[src/rtl/pc_unit_if.sv]
// PC unit control/status bundle.
// Master drives decode/hazard controls, slave returns fetch PC state.
interface pc_unit_if #(
  parameter int ADDR_W = 32
);
  logic              inited;
  logic              stall;
  logic              branch_flag;
  logic [ADDR_W-1:0] branch_addr;
  logic              call_flag;
  logic [ADDR_W-1:0] call_addr;
  logic              ret_flag;
  logic              trap_flag;
  logic              eret_flag;
  logic [ADDR_W-1:0] pc;
  logic [ADDR_W-1:0] epc;
  logic              in_trap;
  logic              ras_empty;
  logic              ras_full;
  logic              ras_err;

  modport master (
    output inited, stall,
    output branch_flag, branch_addr,
    output call_flag, call_addr,
    output ret_flag, trap_flag, eret_flag,
    input  pc, epc, in_trap,
    input  ras_empty, ras_full, ras_err
  );

  modport slave (
    input  inited, stall,
    input  branch_flag, branch_addr,
    input  call_flag, call_addr,
    input  ret_flag, trap_flag, eret_flag,
    output pc, epc, in_trap,
    output ras_empty, ras_full, ras_err
  );
endinterface

[src/rtl/pc_unit.sv]
// Fetch PC generator: bounded sequential advance, branch,
// call/return via circular RAS, trap entry/exit.
module pc_unit #(
  parameter int                ADDR_W    = 32,
  parameter logic [ADDR_W-1:0] RESET_VEC = '0,
  parameter longint            PC_LIMIT  = 65536,
  parameter logic [ADDR_W-1:0] TRAP_VEC  = 'h0000_FF00,
  parameter int                RAS_DEPTH = 4
) (
  input logic       clk,
  input logic       rst,
  pc_unit_if.slave  bus
);
  localparam int PW = $clog2(RAS_DEPTH);
  localparam int CW = PW + 1;
  localparam logic [ADDR_W-1:0] LIM  = ADDR_W'(PC_LIMIT);
  localparam logic [CW-1:0]     FULL = CW'(RAS_DEPTH);
  localparam logic [ADDR_W-1:0] FOUR = ADDR_W'(4);

  logic [ADDR_W-1:0] pc_q;
  logic [ADDR_W-1:0] epc_q;
  logic              trap_q;
  logic              err_q;
  logic [PW-1:0]     top_q;
  logic [CW-1:0]     cnt_q;
  logic [ADDR_W-1:0] ras_q [RAS_DEPTH];

  logic [ADDR_W-1:0] pc4;
  logic [ADDR_W-1:0] seq_pc;
  logic [ADDR_W-1:0] br_t;
  logic [ADDR_W-1:0] call_t;

  assign pc4    = pc_q + FOUR;
  assign seq_pc = (pc_q < LIM) ? pc4 : pc_q;
  assign br_t   = {bus.branch_addr[ADDR_W-1:2], 2'b00};
  assign call_t = {bus.call_addr[ADDR_W-1:2], 2'b00};

  logic do_trap;
  logic do_hold;
  logic do_eret;
  logic do_br;
  logic do_ret;
  logic do_call;

  // One-hot action select; plain sequential advance is the fallback.
  always_comb begin
    do_trap = 1'b0;
    do_hold = 1'b0;
    do_eret = 1'b0;
    do_br   = 1'b0;
    do_ret  = 1'b0;
    do_call = 1'b0;
    if (bus.trap_flag)                do_trap = 1'b1;
    else if (bus.stall)               do_hold = 1'b1;
    else if (bus.eret_flag && trap_q) do_eret = 1'b1;
    else if (bus.branch_flag)         do_br   = 1'b1;
    else if (bus.ret_flag)            do_ret  = 1'b1;
    else if (bus.call_flag)           do_call = 1'b1;
  end

  always_ff @(posedge clk) begin
    if (!rst) begin
      pc_q   <= RESET_VEC;
      epc_q  <= '0;
      trap_q <= 1'b0;
      top_q  <= '0;
      cnt_q  <= '0;
      err_q  <= 1'b0;
    end else if (!bus.inited) begin
      pc_q   <= RESET_VEC;
      epc_q  <= '0;
      trap_q <= 1'b0;
      top_q  <= '0;
      cnt_q  <= '0;
    end else begin
      unique case (1'b1)
        do_trap: begin
          epc_q  <= pc_q;
          pc_q   <= TRAP_VEC;
          trap_q <= 1'b1;
        end
        do_hold: ;
        do_eret: begin
          pc_q   <= epc_q + FOUR;
          trap_q <= 1'b0;
        end
        do_br: pc_q <= br_t;
        do_ret: begin
          if (cnt_q != '0) begin
            pc_q  <= ras_q[top_q];
            top_q <= top_q - 1'b1;
            cnt_q <= cnt_q - 1'b1;
          end else begin
            pc_q  <= seq_pc;
            err_q <= 1'b1;
          end
        end
        do_call: begin
          // A full stack wraps onto its oldest slot.
          pc_q <= call_t;
          ras_q[top_q + 1'b1] <= pc4;
          top_q <= top_q + 1'b1;
          if (cnt_q == FULL) err_q <= 1'b1;
          else               cnt_q <= cnt_q + 1'b1;
        end
        default: pc_q <= seq_pc;
      endcase
    end
  end

  assign bus.pc        = pc_q;
  assign bus.epc       = epc_q;
  assign bus.in_trap   = trap_q;
  assign bus.ras_empty = (cnt_q == '0);
  assign bus.ras_full  = (cnt_q == FULL);
  assign bus.ras_err   = err_q;
endmodule

[src/flat_wrapper.sv]
// flat-port wrapper written by rule: the top's interface ports become plain ports
module pc_unit_flat 
#(
  parameter int                ADDR_W    = 32,
  parameter logic [ADDR_W-1:0] RESET_VEC = '0,
  parameter longint            PC_LIMIT  = 65536,
  parameter logic [ADDR_W-1:0] TRAP_VEC  = 'h0000_FF00,
  parameter int                RAS_DEPTH = 4
)
  (clk, rst, bus_inited, bus_stall, bus_branch_flag, bus_branch_addr, bus_call_flag, bus_call_addr, bus_ret_flag, bus_trap_flag, bus_eret_flag, bus_pc, bus_epc, bus_in_trap, bus_ras_empty, bus_ras_full, bus_ras_err);
  pc_unit_if #(.ADDR_W(ADDR_W)) bus_i ();
  input logic clk;
  input logic rst;
  input wire logic [$bits(bus_i.inited)-1:0] bus_inited;
  input wire logic [$bits(bus_i.stall)-1:0] bus_stall;
  input wire logic [$bits(bus_i.branch_flag)-1:0] bus_branch_flag;
  input wire logic [$bits(bus_i.branch_addr)-1:0] bus_branch_addr;
  input wire logic [$bits(bus_i.call_flag)-1:0] bus_call_flag;
  input wire logic [$bits(bus_i.call_addr)-1:0] bus_call_addr;
  input wire logic [$bits(bus_i.ret_flag)-1:0] bus_ret_flag;
  input wire logic [$bits(bus_i.trap_flag)-1:0] bus_trap_flag;
  input wire logic [$bits(bus_i.eret_flag)-1:0] bus_eret_flag;
  output wire logic [$bits(bus_i.pc)-1:0] bus_pc;
  output wire logic [$bits(bus_i.epc)-1:0] bus_epc;
  output wire logic [$bits(bus_i.in_trap)-1:0] bus_in_trap;
  output wire logic [$bits(bus_i.ras_empty)-1:0] bus_ras_empty;
  output wire logic [$bits(bus_i.ras_full)-1:0] bus_ras_full;
  output wire logic [$bits(bus_i.ras_err)-1:0] bus_ras_err;
  assign bus_i.inited = bus_inited;
  assign bus_i.stall = bus_stall;
  assign bus_i.branch_flag = bus_branch_flag;
  assign bus_i.branch_addr = bus_branch_addr;
  assign bus_i.call_flag = bus_call_flag;
  assign bus_i.call_addr = bus_call_addr;
  assign bus_i.ret_flag = bus_ret_flag;
  assign bus_i.trap_flag = bus_trap_flag;
  assign bus_i.eret_flag = bus_eret_flag;
  assign bus_pc = bus_i.pc;
  assign bus_epc = bus_i.epc;
  assign bus_in_trap = bus_i.in_trap;
  assign bus_ras_empty = bus_i.ras_empty;
  assign bus_ras_full = bus_i.ras_full;
  assign bus_ras_err = bus_i.ras_err;
  pc_unit #(.ADDR_W(ADDR_W), .RESET_VEC(RESET_VEC), .PC_LIMIT(PC_LIMIT), .TRAP_VEC(TRAP_VEC), .RAS_DEPTH(RAS_DEPTH)) u_core (.clk(clk), .rst(rst), .bus(bus_i));
endmodule
[config.mk]
export PLATFORM = sky130hd
export DESIGN_NAME = pc_unit_flat
export DESIGN_NICKNAME = d
export VERILOG_FILES = /design/src/rtl/pc_unit_if.sv /design/src/rtl/pc_unit.sv /design/src/flat_wrapper.sv
export SDC_FILE = /design/constraint.sdc
export NUM_CORES = 1
export LEC_CHECK = 0
export CORE_ASPECT_RATIO = 1.4
export CORE_MARGIN = 2
export CORE_UTILIZATION = 30
export CTS_CLUSTER_SIZE = 24
export DETAILED_ROUTE_END_ITERATION = 10
export PLACE_DENSITY = 0.54
export SLEW_MARGIN = 20
export SYNTH_ARGS = -nofsm -noshare
export SYNTH_HDL_FRONTEND = slang
export SYNTH_SLANG_ARGS = --single-unit
[constraint.sdc]
create_clock -name clk -period 5.05 [get_ports clk]
set_clock_uncertainty 0.1 [all_clocks]
set_input_delay 0.505 -clock clk [delete_from_list [all_inputs] [get_ports clk]]
set_output_delay 0.505 -clock clk [all_outputs]
set_load 0.03 [all_outputs]
# Word-level counts from Yosys, hierarchy flattened

Memories as Yosys holds them, arrays and structs flattened. A register that Yosys moved wholly into a read port is not among the register bits.
Index checks and enable logic that the tools add are counted.
Widths: inputs -> output; s select.

Bits in registers: 71
Memory bits (writable): 128
Input port bits: 73
Output and inout bits: 68
Word-level logic and storage cells: 67
Memories kept: 1

Memories:

| memory       | words | bits a word | read ports | clocked after memory_dff | wr ports | RTL line      | source |
|---|---|---|---|---|---|---|---|
| u_core.ras_q | 4     | 32          | 1          | 1                        | 1        | pc_unit.sv:26 | `logic [ADDR_W-1:0] ras_q [RAS_DEPTH];` |

Add/subtract/negate cells: 6
$lt $le $gt $ge: 1
Eq/ne operators: 5
Multiplexer cells: 39
Reduce and logical (&&, ||, !) cells: 9

Operator list:

| cell                  | number |
|---|---|
| $pmux 32 s6           | 1 |
| $add 32x3->32 const B | 2 |
| $mux 32               | 2 |
| $lt 32x17->1 const B  | 1 |
| $mux 1                | 27 |
| $ne 2x2->1 const B    | 4 |
| $mux 2                | 3 |
| $mux 3                | 2 |
| $pmux 3 s2            | 1 |
| $pmux 1 s2            | 2 |
| $pmux 2 s2            | 1 |
| $reduce_and 2->1      | 2 |
| $reduce_and 4->1      | 1 |
| $reduce_bool 2->1     | 2 |
| $add 3x1->3 const B   | 1 |
| $eq 3x3->1 const B    | 1 |
| $logic_not 3->1       | 1 |
| $reduce_and 3->1      | 1 |
| $reduce_bool 3->1     | 1 |
| $sub 3x1->3 const B   | 1 |
| $add 2x1->2 const B   | 1 |
| $sub 2x1->2 const B   | 1 |
| $logic_and 1x1->1     | 1 |

# Longest topological paths before layout

Gate-level depths: netlist of run 1.

Depth in word-level cells: 10
Mapped depth: 10
Mapped depth without buffers: 7

# Least setup slack after synthesis of run 1

Ideal clock, no wire load.

Path type: input-to-reg
Start point: input port bus_eret_flag
End point: memory u_core.ras_q[0][0] (enable)
Setup time: 0.392 ns
Data arrival time: 2.409 ns
Data required time: 4.558 ns
Slack: 2.149 ns
Cell stages on the path: 7
Path buffers: 3
Cells stage by stage: buf_2 -> a21oi_2 -> buf_2 -> nand3_1 -> inv_1 -> buf_2 -> and3_1

Longest elaborated chain between the ends: 8

RTL lines:

| what                         | RTL line           | source |
|---|---|---|
| from (decl)                  | flat_wrapper.sv:22 | `input wire logic [$bits(bus_i.eret_flag)-1:0] bus_eret_flag;` |
| $logic_and 1x1->1            | pc_unit.sv:55      | `else if (bus.eret_flag && trap_q) do_eret = 1'b1;` |
| $mux 1                       | pc_unit.sv:55      |  |
| $mux 1                       | pc_unit.sv:54      | `else if (bus.stall) do_hold = 1'b1;` |
| $mux 1                       | pc_unit.sv:53      | `if (bus.trap_flag) do_trap = 1'b1;` |
| $mux 1                       | pc_unit.sv:76      | `unique case (1'b1)` |
| $mux 1                       | pc_unit.sv:69      | `end else if (!bus.inited) begin` |
| $mux 1                       | pc_unit.sv:62      | `if (!rst) begin` |
| $mux 1 (implied by the code) | pc_unit.sv:101     | `ras_q[top_q + 1'b1] <= pc4;` |
| to (decl)                    | pc_unit.sv:26      |  |

Every way passes these cells.

# Worst setup path after layout of run 1

Start point: register u_core.epc_q[8], in the netlist u_core.bus.epc[8]
End point: register u_core.pc_q[14], in the netlist u_core.bus.pc[14]

Longest elaborated chain between the ends: 2

RTL lines:

| what                   | RTL line      | source |
|---|---|---|
| from (decl)            | pc_unit.sv:21 | `logic [ADDR_W-1:0] epc_q;` |
| from (signal assigned) | pc_unit.sv:78 | `epc_q <= pc_q;` |
| $add 32x3->32          | pc_unit.sv:84 | `pc_q <= epc_q + FOUR;` |
| $pmux 32 s6            | pc_unit.sv:76 |  |
| to (signal assigned)   | pc_unit.sv:84 |  |
| to (signal assigned)   | pc_unit.sv:87 | `do_br: pc_q <= br_t;` |
| to (signal assigned)   | pc_unit.sv:90 | `pc_q <= ras_q[top_q];` |
| to (decl)              | pc_unit.sv:20 | `logic [ADDR_W-1:0] pc_q;` |

Every way passes these cells.
A chain may end at the register's enable or synchronous reset.

==> results of run 1 <==
sequential cells by signal (all words and copies together) (netlist names), named ones only:
| signal | flops |
|---|---|
| u_core.bus.epc | 32 |
| u_core.bus.in_trap | 1 |
| u_core.bus.pc | 32 |
| u_core.bus.ras_err | 1 |
| u_core.cnt_q | 3 |
| u_core.ras_q | 128 |
| u_core.top_q | 2 |
tightest hold or removal path: cells and delay by family:
family	cells	cell delay [ns]
buf+inv	1	0.21
compound gates	1	0.06
simple gates	1	0.07
synthesized netlist by cell type (3+ instances only):
library cell	number	share of area, %
dfxtp_1	73	15
nand3_1	23	1.1
o2bb2ai_1	3	0.26
mux2i_1	34	3.4
and3_1	22	1.4
nand4_1	14	0.87
a221oi_2	3	0.45
xor2_1	18	1.6
a221o_1	14	1.4
a21o_1	8	0.60
buf_6	5	0.56
a22o_1	4	0.35
xnor2_1	28	2.4
or3_1	3	0.19
nor2_1	75	2.8
a21oi_1	15	0.75
a221oi_1	9	0.79
nor4_1	19	1.2
edfxtp_1	128	38
a31oi_1	14	0.87
nand2_1	47	1.8
nor3_1	27	1.3
mux4_2	32	7.2
a222oi_1	4	0.40
a211oi_1	19	1.4
a21boi_0	3	0.22
nand2b_1	5	0.31
o21ai_0	31	1.5
inv_1	21	0.79
buf_2	19	0.95
o22ai_1	6	0.37
ha_1	6	0.75
a2111o_1	8	0.90
clkbuf_1	33	1.2
and4_1	21	1.8
and2_1	4	0.25
or2_2	5	0.31
cells in the final DEF, fill, tap and decap left out, types with 15 or more instances in the layout:
cell | netlist | final
clkdlybuf4s50_1 | 0 | 135
edfxtp_1 | 128 | 128
nor2_1 | 75 | 74
dfxtp_1 | 73 | 72
nand2_1 | 47 | 46
mux2i_1 | 34 | 34
mux4_2 | 32 | 32
o21ai_0 | 31 | 31
xnor2_1 | 28 | 28
nor3_1 | 27 | 26
nand3_1 | 23 | 23
buf_4 | 2 | 23
and3_1 | 22 | 22
inv_1 | 21 | 21
and4_1 | 21 | 21
clkbuf_16 | 0 | 21
a211oi_1 | 19 | 19
nor4_1 | 19 | 19
xor2_1 | 18 | 18
a21oi_1 | 15 | 15
logic make-up (layout without fill, tap and decap cells):
group | count (synthesis) | count (layout) | share of synthesized area, %
xor+xnor | 46 | 46 | 4.024
flops | 201 | 201 | 52.99
mux | 67 | 67 | 10.71
simple gates | 282 | 282 | 15.10
fa+ha+maj | 7 | 7 | 0.9498
compound gates | 165 | 165 | 12.47
buf+inv | 82 | 218 | 3.762
cell type report:
class | count | area [um^2]
clock buffer | 23 | 533.0
clock inverter | 14 | 115.1
fill | 3275 | 20530
inverter | 21 | 78.83
multi-input combinational | 567 | 4340
sequential | 201 | 5306
tap | 445 | 556.8
timing repair buffer | 160 | 1549
metal layers:
layer	wire length (um)	vias to the layer above	share of wire, %
li1	-	3564	-
met1	13300	3892	39
met2	17550	355	51
met3	2100	63	6.2
met4	1162	0	3.4
met5	0	-	0
power by group through the flow:
stage | Sequential (mW) | Clock, mW | Combinational [mW]
global route | 1.79 | 1.60 | 0.381
CTS | 1.79 | 1.54 | 0.357
detailed placement | 1.83 | 0 | 0.355
finish | 1.79 | 1.50 | 0.358
floorplan | 1.83 | 0 | 0.177
global placement | 1.83 | 0 | 0.353
worst paths after layout:
kind                                                   endpoint  cells past startpoint
worst max-delay path             u_core.bus.pc[14]$_SDFFE_PN0N_                      5
worst min-delay path            u_core.bus.in_trap$_SDFFE_PN0P_                      3
worst min register to register  u_core.bus.ras_err$_SDFFE_PN0P_                      2
worst max register to register   u_core.bus.pc[14]$_SDFFE_PN0N_                      5
stage by stage:
step | hold slack [ns] | util (%) | cells
after floorplan | 0.4054 | - | 850
after global placement | 0.3788 | 35.83 | 1394
after detailed placement | 0.3960 | 35.83 | 1394
after CTS | 0.2769 | 37.79 | 1431
after global routing | 0.3256 | 37.80 | 1431
final | 0.2862 | 37.80 | 1431
==> results.toml, run 1 <==
[logic_synthesis]
ys_warn_count = 0
synth_async_sr_flop_share_pct = 0
syn_area_mm2 = 0.01001
synth-seq-cells = 201
synth_cell_type_count = 70
synth-seq-area-share_pct = 52.99
syn_area_per_cell_um2 = 11.78
syn-instance-count = 850
syn_nets = 930
synth_top_flop_cell = "edfxtp_1"
synth-edff-count = 128

[floorplanning]
die_w_um = 158.4
die_area_mm2 = 0.03487
die-height_um = 220.2
core-area_mm2 = 0.03301
start_util_pct = 30.33
io_pins = 141
num_rows = 79

[timing]
period_share_pct = 59.45
tightestPinTransition_ns = 1.094
grt_setup_unrepaired = "no"
setup_violations = 0
fmax_ghz = 0.3331
finalSetupTns_ns = 0
fin_ws_ns = 2.048
finalMaxSlewViolations = 0
slew_headroom_pct = 27.07
hold_violations = 0
layout_min_cycle_time_ns = 3.002

[setup_path]
max_stage_delay_ns = 1.01
startpoint = "u_core.bus.epc[8]$_SDFFE_PN0P_"
critPathKind = "reg -> reg"
required_ns = 5.34
end_kind = "flip-flop"
arrival_ns = 3.29
cp.buffers_inverters = 0
reg2reg_setup_slack_ns = 2.05
path_max_fanout = 12
crit_chain = "nand4_1 -> nor3_2 -> xnor2_1 -> a221oi_2 -> o22ai_1"
cp_slowest_cell = "nor3_2"
crit_path_start_kind = "flip-flop"
r2r_start = "u_core.bus.epc[8]$_SDFFE_PN0P_"
crit_family = "simple AND/OR/NAND/NOR gates"

[cts]
cts_buffer_depth = 3
htreeDepth = 1
cts_resized = 0
clock-root-buffer = "clkbuf_16"
clkTransAtPathRegs_ns = 0.07
clock_latency_ns = 0.50
cts_sinks = 201
cts_tree = "done"
postCtsHoldBufs = 0
cts_setup_buffers = 0
cts_buffers = 21

[pwr]
ir_drop_mv = 0.1509
p_clk_share_pct = 41.1
internal_power_mw = 2.764
finalPower_mw = 3.652
p_leak_nw = 4.334
p_switching_mw = 0.8875
power_frac_seq_pct = 49.1
pwr-share-comb_pct = 9.8
powerDensity_mw_per_mm2 = 292.6
switching_share_pct = 24.31

[grt]
grt_pass1_wl_mm = 49.87
use_met1_pct = 23.43
top_usage_layer = "met2"
grt_max_degree = 44
globalRouteTotalUtil_pct = 19.39
grt_pass1_vias = 7774
antenna_found_initial = 0
overflow = 0
met3_usage_pct = 2.350
met2_usage_pct = 35.36

[status]
status = "completed"

[place]
post-place-ws_ns = 1.589
post_dp_cell_area_mm2 = 0.01183
place_congestion = 0.8052
io_buffers = 136
place_hpwl_mm = 23.87

[route]
drt_iter0_markers = 658
ant_nets = 0
drcViolationCount = 0
vias_per_cell = 5.502
wl_per_cell_um = 23.83
num_vias = 7874
drtPass1Iterations = 5
wirelength_mm = 34.11

[job]
drv_cap = 0

[cells_and_area]
n_antenna_cell = 0
final_area_mm2 = 0.01248
drive_above_1_share_pct = 11.16
areaGrowthSynthToFinish_pct = 24.64
nNetsFinal = 1052

[min_path]
hp-class = "in -> reg"
hp-start = "bus_trap_flag"
No activity file was read; power rests on OpenSTA's default activity.
==> run 2: changes to the inputs <==
PLACE_DENSITY = 0.56   (was 0.54)
clock period = 2.5 ns   (was 5.05 ns; I/O delays follow)
==> results.toml, run 2 (same netlist as run 1, synthesis figures left out) <==
[route]
ant_nets = 0
vias_per_cell = 5.401
drtPass1Iterations = 5
wirelength_mm = 35.13
wl_per_cell_um = 22.87
num_vias = 8296
drt_iter0_markers = 573
drcViolationCount = 0

[cells_and_area]
drive_above_1_share_pct = 20.16
regArea_mm2 = 0.005309
final_cell_mix = "clkdlybuf4s50_1, edfxtp_1, buf_4"
final.fill_count = 3218
fin_cells = 1536
largest_register_ffs = 128
post-route-util_pct = 40.86
multi_input_area_mm2 = 0.004350
layout_commonest_cell = "clkdlybuf4s50_1"
areaGrowthSynthToFinish_pct = 34.72
n_antenna_cell = 0
nNetsFinal = 1155
top_register = "u_core.ras_q"

[timing]
grt_setup_unrepaired = "no"
finalSetupTns_ns = 0
setup_violations = 0
hold_violations = 0
fmax_ghz = 0.4190
tightestPinTransition_ns = 0.7945
finalMaxSlewViolations = 0
period_share_pct = 95.47
slew_headroom_pct = 46.62
layout_min_cycle_time_ns = 2.387

[place]
place_hpwl_mm = 26.31
dp.cells = 1496
io_buffers = 136
place_congestion = 0.8719

[grt]
antenna_found_initial = 0
grt_max_degree = 32
grt_pass1_vias = 8331
globalRouteTotalUtil_pct = 20.02
overflow = 0
grt_pass1_wl_mm = 51.46

[status]
status = "completed"

[floorplanning]
core-area_mm2 = 0.03301
num_rows = 79
start_util_pct = 30.33
die_w_um = 158.4
io_pins = 141
die_area_mm2 = 0.03487
die-height_um = 220.2

[cts]
cts_buffer_depth = 3
clock_latency_ns = 0.52
cts_buffers = 22
clkTransAtPathRegs_ns = 0.07
clock-root-buffer = "clkbuf_16"
cts_tree = "done"
htreeDepth = 1
cts_setup_buffers = 0
cts_sinks = 201

[setup_path]
arrival_ns = 2.57
crit_family = "simple AND/OR/NAND/NOR gates"
max_stage_delay_ns = 0.70
critPathKind = "reg -> reg"
crit_path_start_kind = "flip-flop"
cp.buffers_inverters = 0
crit_chain = "and3_1 -> nand3_1 -> or4_1 -> nor3_1 -> xnor2_1"
path_max_fanout = 4
end_kind = "flip-flop"
required_ns = 2.68
cp_slowest_cell = "or4_1"

[pwr]
p_leak_nw = 4.904
ir_drop_mv = 0.3318
powerDensity_mw_per_mm2 = 564.7

[min_path]
hp-class = "in -> reg"

[job]
drv_cap = 0
==> run 2: cell count changes in the layout (fill, tap and decap cells not counted), sizes merged <==
cell,delta
clkdlybuf4s50,-1
bufinv,-1
buf,+102
clkbuf,+4
dlygate4sd2,+1
clkinv,-2
clkinvlp,+2
==> run 2: area by class of cell <==
cell class / instances / area share, %
Multi-Input combinational cell: 567 / 32.25
Sequential cell: 201 / 39.36
Clock inverter: 13 / 0.7699
Tap cell: 445 / 4.128
Inverter: 21 / 0.5844
Clock buffer: 27 / 4.453
Timing Repair Buffer: 262 / 18.45
==> run 2: final timing paths <==
path | startpoint | endpoint | slack (ns) | cells after the start
setup / recovery | u_core.bus.pc[23]$_SDFFE_PN0N_ | u_core.ras_q[0][30]$_DFFE_PP_ | 0.11 | 5
hold / removal | bus_trap_flag | u_core.bus.epc[19]$_SDFFE_PN0P_ | 0.13 | 3
setup reg to reg | u_core.bus.pc[23]$_SDFFE_PN0N_ | u_core.ras_q[0][30]$_DFFE_PP_ | 0.11 | 5
hold reg to reg | u_core.bus.ras_err$_SDFFE_PN0P_ | u_core.bus.ras_err$_SDFFE_PN0P_ | 0.42 | 2
==> run 2: routing by layer <==
metal	vias up	GRT usage, %	routed length (um)
li1	3764	-	-
met1	4139	23.54	13640
met2	321	36.77	18160
met3	72	2.703	2000
met4	0	7.568	1322
met5	-	0	0
==> run 2: report_power, final <==
group          leakage, nW  switching (mW)  internal, mW
sequential            1.83          0.0354          3.54
combinational         2.73           0.484         0.390
clock                0.339            1.34          1.82
total                 4.90            1.86          5.75
==> run 2: repair_timing <==
item,CTS,global route
endpoints found under the setup margin,1,10
hold buffers,0,0
resized for setup,1,3
pin swaps,0,0
==> run 2: worst min-delay path, delay by kind of cell <==
family        cells  cell delay (ns)
buf+inv           1             0.22
mux               1             0.16
simple gates      1             0.07
==> run 2: per-stage QoR <==
step / hold WS, ns / setup slack (ns) / power (mW) / instance area, um^2
2_1_floorplan: 0.2782 / -0.009807 / 4.055 / 10020
3_3_place_gp: 0.3954 / 0.006166 / 4.514 / 12770
3_5_place_dp: 0.4035 / -0.02770 / 4.521 / 12770
4_1_cts: 0.1117 / 0.07762 / 7.670 / 13470
5_1_grt: 0.1588 / 0.008793 / 7.857 / 13490
6_report: 0.1276 / 0.1132 / 7.617 / 13490
